===== config.mk =====
export PLATFORM = sky130hd
export DESIGN_NAME = melon_div
export DESIGN_NICKNAME = d
export VERILOG_FILES = /design/src/rtl/melon_div.sv
export SDC_FILE = /design/constraint.sdc
export NUM_CORES = 1
export LEC_CHECK = 0
export CORE_UTILIZATION = 40
export DETAILED_ROUTE_END_ITERATION = 10
export MAX_ROUTING_LAYER = met4
export PLACE_DENSITY = 0.65
export SLEW_MARGIN = 20
export SYNTH_ARGS = -nofsm -noshare
export SYNTH_HDL_FRONTEND = slang
export SYNTH_SLANG_ARGS = --single-unit

===== constraint.sdc =====
create_clock -name clk -period 3.7 [get_ports clk]
set_input_delay 0.74 -clock clk [delete_from_list [all_inputs] [get_ports clk]]
set_output_delay 0.74 -clock clk [all_outputs]
set_load 0.01 [all_outputs]

===== src/rtl/melon_div.sv =====
// Iterative restoring 32-bit divider (RV32M DIV/DIVU/REM/REMU), 34-cycle latency.
// Optional build macro MELON_DIV_FAST_SPECIAL_EN: single-cycle divide-by-zero and signed overflow.
module melon_div #(
  parameter int WIDTH = 32
) (
  input  logic             clk,
  input  logic             reset,
  input  logic             start,
  input  logic [WIDTH-1:0] a,
  input  logic [WIDTH-1:0] b,
  input  logic             is_signed,
  output logic             busy,
  output logic             done,
  output logic [WIDTH-1:0] quot,
  output logic [WIDTH-1:0] rem
);

  localparam int CW = $clog2(WIDTH);
  localparam logic [WIDTH-1:0] MIN_INT = {1'b1, {(WIDTH-1){1'b0}}};

`ifdef MELON_DIV_FAST_SPECIAL_EN
  localparam bit FAST_SPECIAL = 1'b1;
`else
  localparam bit FAST_SPECIAL = 1'b0;
`endif

  typedef enum logic [1:0] {IDLE, RUN, FIX} state_t;

  state_t           state, state_next;
  logic [CW-1:0]    cnt;
  logic [WIDTH-1:0] part_rem, dividend, divisor, orig_a;
  logic             neg_q, neg_r, div0;
  logic             a_neg, b_neg, special;
  logic [WIDTH-1:0] a_mag, b_mag;
  logic [WIDTH:0]   rem_shift, trial;

  // The dividend register doubles as the quotient: result bits enter from the right.
  always_comb begin
    a_neg     = is_signed & a[WIDTH-1];
    b_neg     = is_signed & b[WIDTH-1];
    a_mag     = a_neg ? -a : a;
    b_mag     = b_neg ? -b : b;
    special   = FAST_SPECIAL &&
                ((b == '0) || (is_signed && (a == MIN_INT) && (b == '1)));
    rem_shift = {part_rem, dividend[WIDTH-1]};
    trial     = rem_shift - {1'b0, divisor};
  end

  always_ff @(posedge clk) begin
    if (reset) state <= IDLE;
    else       state <= state_next;
  end

  always_comb begin
    state_next = state;
    busy       = (state != IDLE);
    case (state)
      IDLE:    if (start && !special) state_next = RUN;
      RUN:     if (cnt == CW'(WIDTH-1)) state_next = FIX;
      FIX:     state_next = IDLE;
      default: state_next = IDLE;
    endcase
  end

  always_ff @(posedge clk) begin
    if (reset) begin
      done     <= 1'b0;
      quot     <= '0;
      rem      <= '0;
      cnt      <= '0;
      part_rem <= '0;
      dividend <= '0;
      divisor  <= '0;
      orig_a   <= '0;
      neg_q    <= 1'b0;
      neg_r    <= 1'b0;
      div0     <= 1'b0;
    end else begin
      done <= 1'b0;
      case (state)
        IDLE: begin
          if (start) begin
            if (special) begin
              done <= 1'b1;
              quot <= (b == '0) ? '1 : MIN_INT;
              rem  <= (b == '0) ? a  : '0;
            end else begin
              part_rem <= '0;
              dividend <= a_mag;
              divisor  <= b_mag;
              neg_q    <= a_neg ^ b_neg;
              neg_r    <= a_neg;
              div0     <= (b == '0);
              orig_a   <= a;
              cnt      <= '0;
            end
          end
        end
        RUN: begin
          cnt <= cnt + 1'b1;
          if (!trial[WIDTH]) begin
            part_rem <= trial[WIDTH-1:0];
            dividend <= {dividend[WIDTH-2:0], 1'b1};
          end else begin
            part_rem <= rem_shift[WIDTH-1:0];
            dividend <= {dividend[WIDTH-2:0], 1'b0};
          end
        end
        FIX: begin
          done <= 1'b1;
          quot <= div0 ? '1     : (neg_q ? -dividend : dividend);
          rem  <= div0 ? orig_a : (neg_r ? -part_rem : part_rem);
        end
        default: ;
      endcase
    end
  end

endmodule


==> results of run 1 <==
==> logic make-up (layout without fill, tap and decap cells) <==
family	after synthesis	count (layout)
adder cells (fa/ha/maj)	39	39
XOR/XNOR	141	141
flip-flops	203	203
multiplexers	28	28
AND/OR/NAND/NOR	536	536
AO/OA/AOI/OAI	461	461
buffers and inverters	148	275
==> registers in the layout, indices dropped and copies added (netlist names), 2 cells and up <==
signal	count
dividend	32
rem	32
state	2
quot	32
cnt	5
part_rem	32
divisor	32
orig_a	32
==> what timing repair did <==
item                       CTS  global route
buffers inserted             0             1
gates resized for setup      0             3
setup endpoints to repair    0            32
hold buffers                 0             0
==> final timing paths <==
check                                               start                        end  slack, ns  depth (start not counted)
worst max-delay path            dividend[31]$_SDFFE_PP0P_  part_rem[24]$_SDFFE_PP0P_       0.24                         16
worst min-delay path                 rem[18]$_SDFFE_PP0P_       rem[18]$_SDFFE_PP0P_       0.45                          2
worst max register to register  dividend[31]$_SDFFE_PP0P_  part_rem[24]$_SDFFE_PP0P_       0.24                         16
worst min register to register       rem[18]$_SDFFE_PP0P_       rem[18]$_SDFFE_PP0P_       0.45                          2
==> area by class of cell <==
type                    count  area [sq um]
clock inverters             6         66.31
repair buffers            183          1729
well taps                 384         480.5
multi-input cells        1205          7212
clock buffers              35         681.9
fillers                  2879         14430
inverters                  51         191.4
flip-flops and latches    203          4065
==> critical path: stages, from the launching register on <==
cell and delay (ns):
dfxtp_1 0.39, inv_1 0.08, ha_1 0.23, fa_1 0.42, nor2b_1 0.17, o31a_1 0.19, o311ai_2 0.15, o311ai_1 0.30
buf_4 0.16, a21oi_1 0.09, o21ai_1 0.14, a21oi_1 0.08, buf_4 0.15, xor2_4 0.25, buf_4 0.22, mux2i_1 0.20
o21ai_0 0.09
==> layer usage <==
| layer | routed length (microns) | up-vias | part of all wire (%) | track usage [%] |
|---|---|---|---|---|
| met3 | 1648 | 68 | 4.8 | 2.697 |
| li1 | - | 5708 | - | - |
| met4 | 964 | 0 | 2.8 | 6.469 |
| met1 | 15880 | 5345 | 46 | 29.88 |
| met2 | 15930 | 315 | 46 | 37.63 |
| met5 | 0 | - | 0 | - |
==> through the flow <==
stage          area [sq um]  setup TNS [ns]  util, %  total power [mW]  std cells
3_3_place_gp          13660               0    47.35             3.606       2025
3_5_place_dp          13660               0    47.35             3.625       2025
2_1_floorplan         11790               0        -             3.220       1556
5_1_grt               14430        -0.05484    49.99             6.140       2067
6_report              14430               0    49.99             5.870       2067
4_1_cts               14410               0    49.94             5.894       2066
==> layout by cell type (no fill, tap or decap), types with 38 or more instances in the layout <==
cell	n
nor2_1	127
xnor2_1	67
a21oi_1	153
clkdlybuf4s50_1	132
xor2_1	73
buf_4	49
nand2_1	262
dfxtp_1	202
inv_1	51
o21ai_0	118
ha_1	38
==> power by group <==
| group | switching (mW) | total [mW] | internal [mW] |
|---|---|---|---|
| logic | 0.702 | 1.22 | 0.515 |
| registers | 0.0984 | 2.38 | 2.28 |
| clock network | 0.931 | 2.27 | 1.34 |
==> summary.txt, run 1 <==
Timing
  • Relative slew slack: 26.30%
  • Fmax: 288.7 MHz
  • Final setup margin: 0.2368 ns
  • Max Slew Vio Count: 0
  • Min cycle time layout: 3.463 ns
  • Setup violators final: 0
  • Final Cycle Share: a little over nine tenths
  • Worst Skew: between 0.02 and 0.03 ns
  • Worst-Margin Slew: 1.105 ns
  • Hold slack: roughly 0.45 ns
  • Final hold violations: 0
  • RSZ-0062 raised after global routing: yes

Synth
  • Main combinational cell family by area after synthesis: compound AO/OA/AOI/OAI gates
  • Sequential-to-total area share from yosys stat: 34.46%
  • Multiplexer share of the synthesized area: 2.376%
  • Post-synthesis adder-cell area fraction: 4.201%
  • Fraction of registers with async set/reset: 0%
  • Post-synth top cells: 262 x nand2_1, 203 x dfxtp_1, 153 x a21oi_1
  • Dominant cell type by area after synthesis: dfxtp_1
  • Post-synthesis cell area: 0.01179 sq mm
  • Mean Syn Cell Area: between 7 and 8 sq um
  • Compound-gate portion of the synthesized area: 23.79%
  • Area share of the largest cell type after synthesis: 34.46%
  • Synth Instances: 1,556
  • Main synth FF type: dfxtp_1
  • EDFF count, synth: 0
  • Library cells used by synthesis: 62
  • Synth warnings: 0
  • Post-Synth XOR/XNOR Area: about a tenth
  • Simple logic cell fraction of the synthesized area: roughly 20%
  • Seq cells post-synth: 203
  • Syn Nets: ~1,700
  • Most frequent cell after synthesis: nand2_1
  • Synth top area cells: dfxtp_1 34%, nand2_1 8.3%, a21oi_1 6.5%

Global routing
  • Largest net degree at the start of global routing: 103
  • Total Routing Usage GR: 23.01%
  • GRT overflow: 0
  • Initial antenna violation count: 0
  • Vias in the first global route: 10,690
  • First-pass GRT wire length: 55,460 microns

Flow run
  • Max_cap viols: 0

Layout
  • Net count reported at finish: 1,775
  • Share of cells above drive strength 1: 6.179%
  • Syn-to-layout area delta: 22.32%
  • Ant. Diodes: 0

Critical path
  • CP required: 4.06 ns
  • Worst Path Max Fanout: 8
  • Setup Crit Path Kind: reg2reg
  • Arrival @ worst endpoint: 3.82 ns
  • Endpoint class of the critical path: register
  • Startpoint types: register

Place
  • PortBufs: between 100 and 150
  • HPWL after detailed placement: about 26,000 microns
  • Place WS: around 0.09 ns
  • RD Place Congestion: 0.8903

Clock tree
  • Clock sinks: 203
  • CTS tree: built
  • Clock transition at path regs: about 0.060 ns
  • H-tree levels: 1
  • CTS max path bufs: 3
  • TritonCTS buffer count: 24
  • Root buffer cell: clkbuf_16
  • Skew-Pair Late Insertion Delay: about 0.53 ns

Floorplanning
  • Starting Density: 40.87%
  • Row cnt: 62
  • Full die area: 0.03018 sq mm
  • Die W: 173.7 microns
  • I/O Pins: approximately 130
  • Placeable Area: 0.02886 sq mm
  • Die H: 173.7 microns

Detailed routing
  • First-pass iteration count of the detailed router: 5
  • DRC viols: 0
  • Total Wirelength: approximately 34,000 microns
  • Vias: 11,440
  • Routed Antenna Nets: 0
  • Avg WL per Cell: 16.65 microns
  • Via density: 5.533
  • DRT iter0 DRCs: 950

Pwr
  • Max IR drop VDD: 250.0 uV
  • PD cells: 406.9 mW/mm^2
  • Leakage: 5.501 nW

Hold path
  • Worst hold-check path type: reg2reg

Run status
  • Status: completed
(Power assumes the default switching activity.)
==> run 2: changes to the inputs <==
--- a/config.mk
+++ b/config.mk
@@ -5,6 +5,7 @@
 export SDC_FILE = /design/constraint.sdc
 export NUM_CORES = 1
 export LEC_CHECK = 0
+export CORE_MARGIN = 10
 export CORE_UTILIZATION = 40
 export DETAILED_ROUTE_END_ITERATION = 10
 export MAX_ROUTING_LAYER = met4
==> run 2 against run 1 <==
Effect of this change:
- first-iteration DRC count up 2.8%
- via count down 0.10%
- global-route usage down 3.5 points
- critical path type unchanged
- largest power group is now the clock network
==> summary.txt, run 2 (same netlist as run 1, synthesis figures left out) <==
Layout
  • Fin area: 0.01458 sq mm
  • Ant. Diodes: 0
  • Most common cell after layout, fill and taps aside: nand2_1
  • Syn-to-layout area delta: 23.63%
  • Fin cells: between 2,000 and 2,500
  • Number of fill cells in the layout: 2,793
  • Share of cells above drive strength 1: roughly 6.4%
  • Net count reported at finish: about 1,800
  • Commonest cells after routing, fill and taps aside: 262 x nand2_1, 201 x dfxtp_1, 153 x a21oi_1, 132 x clkdlybuf4s50_1, 127 x nor2_1

Pwr
  • Max IR drop VDD: approximately 270 uV
  • Leakage: 5.567 nW
  • PD cells: 424.2 mW/mm^2

Place
  • HPWL after detailed placement: 26,850 microns
  • Placed cell area: 0.01371 sq mm
  • Place WS: 0.1303 ns
  • Inst Count DP: slightly above 2,000
  • PortBufs: 133
  • RD Place Congestion: 0.9274

Clock tree
  • Clock sinks: 203
  • H-tree levels: 1
  • Clock transition at path regs: 0.06 ns
  • CTS tree: built
  • TritonCTS buffer count: 24
  • Setup bufs post-CTS: 0
  • Root buffer cell: clkbuf_16
  • Skew-Pair Late Insertion Delay: 0.53 ns
  • CTS max path bufs: 3

Global routing
  • Initial antenna violation count: 0
  • Largest net degree at the start of global routing: 127
  • GRT overflow: 0
  • First-pass GRT wire length: a little under 60,000 microns
  • Vias in the first global route: 10,830
  • Total Routing Usage GR: 19.47%

Critical path
  • Endpoint class of the critical path: register
  • Worst Setup EP: rem[29]$_SDFFE_PP0P_
  • Flop-to-flop setup slack: 0.27 ns
  • Startpoint types: register
  • Reg2reg path depth: 10
  • Setup Crit Path Kind: reg2reg
  • Arrival @ worst endpoint: between 3 and 4 ns
  • FF-to-FF End: rem[29]$_SDFFE_PP0P_
  • Setup crit start: part_rem[11]$_SDFFE_PP0P_
  • CP required: 4.09 ns
  • Reg-to-Reg Start: part_rem[11]$_SDFFE_PP0P_
  • Worst Path Max Fanout: 8

Floorplanning
  • Placeable Area: 0.02894 sq mm
  • Starting Density: 40.76%
  • Row cnt: 62
  • Die H: 191.7 microns
  • Full die area: 0.03675 sq mm
  • I/O Pins: between 100 and 150
  • Die W: 191.7 microns

Timing
  • Setup violators final: 0
  • Final Cycle Share: 92.72%
  • Max Slew Vio Count: 0
  • Worst-Margin Slew: about 0.94 ns
  • Final setup margin: 0.2692 ns
  • Final hold violations: 0
  • RSZ-0062 raised after global routing: yes
  • Hold slack: about 0.45 ns
  • Fmax: 291.5 MHz
  • Worst Skew: 0.01927 ns
  • Min cycle time layout: approximately 3.4 ns
  • Relative slew slack: between 30 and 40%

Detailed routing
  • Total Wirelength: 35,770 microns
  • DRT iter0 DRCs: 977
  • First-pass iteration count of the detailed router: 5
  • Avg WL per Cell: 17.26 microns
  • Vias: 11,420
  • DRC viols: 0
  • Routed Antenna Nets: 0
  • Via density: 5.514

Run status
  • Status: completed

Hold path
  • Worst hold-check path type: reg2reg
  • Hold depth: 2

Flow run
  • Max_cap viols: 0
[run 2: final cells by class]
| cell class | instances | area, sq um | share of cell area [%] |
|---|---|---|---|
| inverters | 51 | 191.4 | 1.313 |
| well taps | 384 | 480.5 | 3.295 |
| multi-input cells | 1205 | 7212 | 49.46 |
| flip-flops and latches | 203 | 4066 | 27.89 |
| repair buffers | 185 | 1769 | 12.13 |
| clock buffers | 37 | 689.4 | 4.728 |
| clock inverters | 7 | 171.4 | 1.176 |
[run 2: timing repair]
item                       4_1_cts  5_1_grt
gates resized for setup          0        4
hold buffers                     0        0
setup endpoints to repair        0       33
[run 2: worst max-delay path, stage by stage, from the launching register on]
cell and delay, ns:
dfxtp_1 0.44, or4_4 0.61, or4_1 0.43, or2_1 0.28, or3_4 0.36, or4_4 0.45, o41ai_2 0.25, xor2_1 0.17
o21ai_1 0.09, mux2i_1 0.17, nor2_1 0.05
[run 2: worst min path at each step]
stage | startpoint | endpoint
2_1_floorplan | orig_a[27]$_SDFFE_PP0P_ | orig_a[27]$_SDFFE_PP0P_
3_3_place_gp | orig_a[27]$_SDFFE_PP0P_ | orig_a[27]$_SDFFE_PP0P_
3_5_place_dp | rem[6]$_SDFFE_PP0P_ | rem[6]$_SDFFE_PP0P_
4_1_cts | rem[6]$_SDFFE_PP0P_ | rem[6]$_SDFFE_PP0P_
5_1_grt | orig_a[21]$_SDFFE_PP0P_ | orig_a[21]$_SDFFE_PP0P_
6_report | rem[6]$_SDFFE_PP0P_ | rem[6]$_SDFFE_PP0P_
[run 2: metrics by stage]
step                       TNS, ns  power [mW]  util [%]
after floorplan                  0       3.220         -
after detailed placement         0       3.633     47.38
final                            0       6.185     50.39
after global routing      -0.01297       6.458     50.39
after CTS                        0       6.217     50.36
after global placement           0       3.617     47.38
[run 2: metal layers]
| metal | up-vias | routed length [microns] | GRT usage (%) |
|---|---|---|---|
| met4 | 0 | 750 | 4.237 |
| li1 | 5711 | - | - |
| met5 | - | 0 | - |
| met2 | 287 | 16250 | 30.81 |
| met1 | 5366 | 16730 | 25.87 |
| met3 | 60 | 2039 | 2.775 |
[run 2: power breakdown]
part,internal (mW),total (mW),switching (mW)
Sequential,2.28,2.38,0.0974
Clock,1.63,2.58,0.952
Combinational,0.522,1.22,0.701
==> run 3: changes to the inputs <==
==> constraint.sdc (replaced) <==
create_clock -name clk -period 4.42 [get_ports clk]
set_input_delay 0.884 -clock clk [delete_from_list [all_inputs] [get_ports clk]]
set_output_delay 0.884 -clock clk [all_outputs]
set_load 0.01 [all_outputs]
==> run 3 against run 2 <==
Effect of this change:
- via count decreased by 1.6%
- utilization down 0.87 points
- die area unchanged
- total power is 17% lower
- critical endpoint is now part_rem[26]$_SDFFE_PP0P_
==> summary.txt, run 3 (same netlist as run 1, synthesis figures left out) <==
Timing
  • Final Cycle Share: a little over 80%
  • Final hold violations: 0
  • Fmax: around 270 MHz
  • RSZ-0062 raised after global routing: no
  • Hold slack: 0.4518 ns
  • Relative slew slack: 34.14%
  • Min cycle time layout: 3.671 ns
  • Worst-Margin Slew: about 0.98 ns
  • Worst Skew: ~0.017 ns
  • Setup TNS: 0 ns
  • Max Slew Vio Count: 0
  • Setup violators final: 0

Clock tree
  • H-tree levels: 1
  • Clock sinks: 203
  • Root buffer cell: clkbuf_16
  • Setup bufs post-CTS: 0
  • CTS tree: built
  • Skew-Pair Late Insertion Delay: 0.53 ns
  • CTS max path bufs: 3
  • CTS resizes: 0
  • Clock transition at path regs: roughly 0.060 ns
  • TritonCTS buffer count: 25
  • # hold bufs at CTS: 0

Floorplanning
  • Die W: 191.7 microns
  • Row cnt: 62
  • Die H: 191.7 microns
  • Starting Density: approximately two fifths
  • Full die area: 0.03675 sq mm
  • Placeable Area: ~0.029 sq mm
  • I/O Pins: between 100 and 150

Run status
  • Status: completed

Place
  • RD Place Congestion: 0.9457
  • HPWL after detailed placement: 26,700 microns
  • PortBufs: between 100 and 150

Global routing
  • GRT overflow: 0
  • Initial antenna violation count: 0
  • Largest net degree at the start of global routing: between 70 and 80
  • Vias in the first global route: between 10,000 and 15,000
  • Total Routing Usage GR: 19.14%
  • First-pass GRT wire length: 56,410 microns

Critical path
  • Buf/Inv on CP: 2
  • CP Cell Sequence: inv_1 -> ha_1 -> fa_1 -> nor2b_1 -> o31a_1 -> o311ai_1 -> o311ai_0 -> a21oi_1 -> o21ai_0 -> a21oi_1 -> xor2_4 -> buf_12 -> or2_2 -> o21ai_0
  • Startpoint types: register
  • CP required: 4.85 ns
  • Endpoint class of the critical path: register
  • Setup Crit Path Kind: reg2reg
  • Flop-to-flop setup slack: 0.75 ns
  • Slowest CP cell: o311ai_0
  • Arrival @ worst endpoint: 4.10 ns
  • Worst Path Max Fanout: 34
  • Largest stage delay on the critical path: 0.42 ns
  • Family with the most delay on the worst path: compound AO/OA/AOI/OAI gates

Detailed routing
  • DRC viols: 0
  • Avg WL per Cell: 17.38 microns
  • Routed Antenna Nets: 0
  • DRT iter0 DRCs: 806
  • First-pass iteration count of the detailed router: 5
  • Vias: 11,240
  • Via density: 5.495
  • Total Wirelength: around 36,000 microns

Layout
  • Net count reported at finish: 1,747
  • Commonest cells after routing, fill and taps aside: 262 x nand2_1, 202 x dfxtp_1, 153 x a21oi_1, 132 x clkdlybuf4s50_1, 127 x nor2_1
  • Share of cells above drive strength 1: between 5 and 6%
  • Most common cell after layout, fill and taps aside: nand2_1
  • Syn-to-layout area delta: 21.48%
  • Number of fill cells in the layout: ~2,900

Pwr
  • Int Power: between 3 and 4 mW
  • Leakage: 5.401 nW
  • Comb power frac: 19.1%
  • Switching portion of total power: 29.06%
  • Seq pwr share: 39.1%
  • Switch Pwr: 1.487 mW
  • Clk network pwr share: 41.8%
  • Max IR drop VDD: 345.3 uV
  • PD cells: roughly 360 mW/mm^2

Hold path
  • Worst hold-check path type: reg2reg

Flow run
  • Max_cap viols: 0
[run 3: cell types whose count changed in the layout (fill, tap and decap cells not counted), sizes merged]
cell      change
diode         +2
bufinv        -1
inv           +2
buf          -31
clkbuf        -7
clkinvlp      +4
clkinv        +4
[run 3: routing by layer]
metal / global-route usage [%] / wire length [microns]
met1: 24.60 / 16410
met2: 31.21 / 16450
met3: 2.521 / 1921
met4: 4.748 / 758
met5: - / 0
[run 3: tightest hold or removal path, stage by stage, from the launching register on]
cell	delay, ns
dfxtp_1	0.30
nand2_1	0.05
a21oi_1	0.05
[run 3: through the flow]
stage,util [%],setup slack [ns],area (sq um),std cells,power (mW)
3_3_place_gp,46.49,0.7155,13450,1997,2.999
4_1_cts,49.50,0.6733,14320,2043,5.153
5_1_grt,49.50,0.4403,14320,2043,5.351
2_1_floorplan,-,1.197,11790,1556,2.696
3_5_place_dp,46.49,0.6717,13450,1997,3.008
6_report,49.52,0.7487,14330,2045,5.117
[run 3: power groups by stage]
stage / Combinational (mW) / Clock, mW / Sequential, mW
floorplan: 0.690 / 0 / 2.01
global placement: 0.962 / 0 / 2.04
detailed placement: 0.968 / 0 / 2.04
CTS: 0.973 / 2.18 / 2.00
global route: 1.08 / 2.26 / 2.01
finish: 0.976 / 2.14 / 2.00
[run 3: worst paths after layout]
kind	endpoint	startpoint	cells after the start
min	rem[8]$_SDFFE_PP0P_	rem[8]$_SDFFE_PP0P_	2
max reg2reg	part_rem[26]$_SDFFE_PP0P_	dividend[31]$_SDFFE_PP0P_	14
min reg2reg	rem[8]$_SDFFE_PP0P_	rem[8]$_SDFFE_PP0P_	2
max	part_rem[26]$_SDFFE_PP0P_	dividend[31]$_SDFFE_PP0P_	14
[run 3: final cells by class]
cell class / instances / area, sq um / share of cell area, %
antenna: 2 / 5.005 / 0.03493
clock buffer: 30 / 664.4 / 4.637
clock inverter: 16 / 205.2 / 1.432
inverter: 51 / 191.4 / 1.336
multi-input combinational: 1205 / 7204 / 50.28
sequential: 203 / 4065 / 28.37
tap: 384 / 480.5 / 3.353
timing repair buffer: 154 / 1511 / 10.55
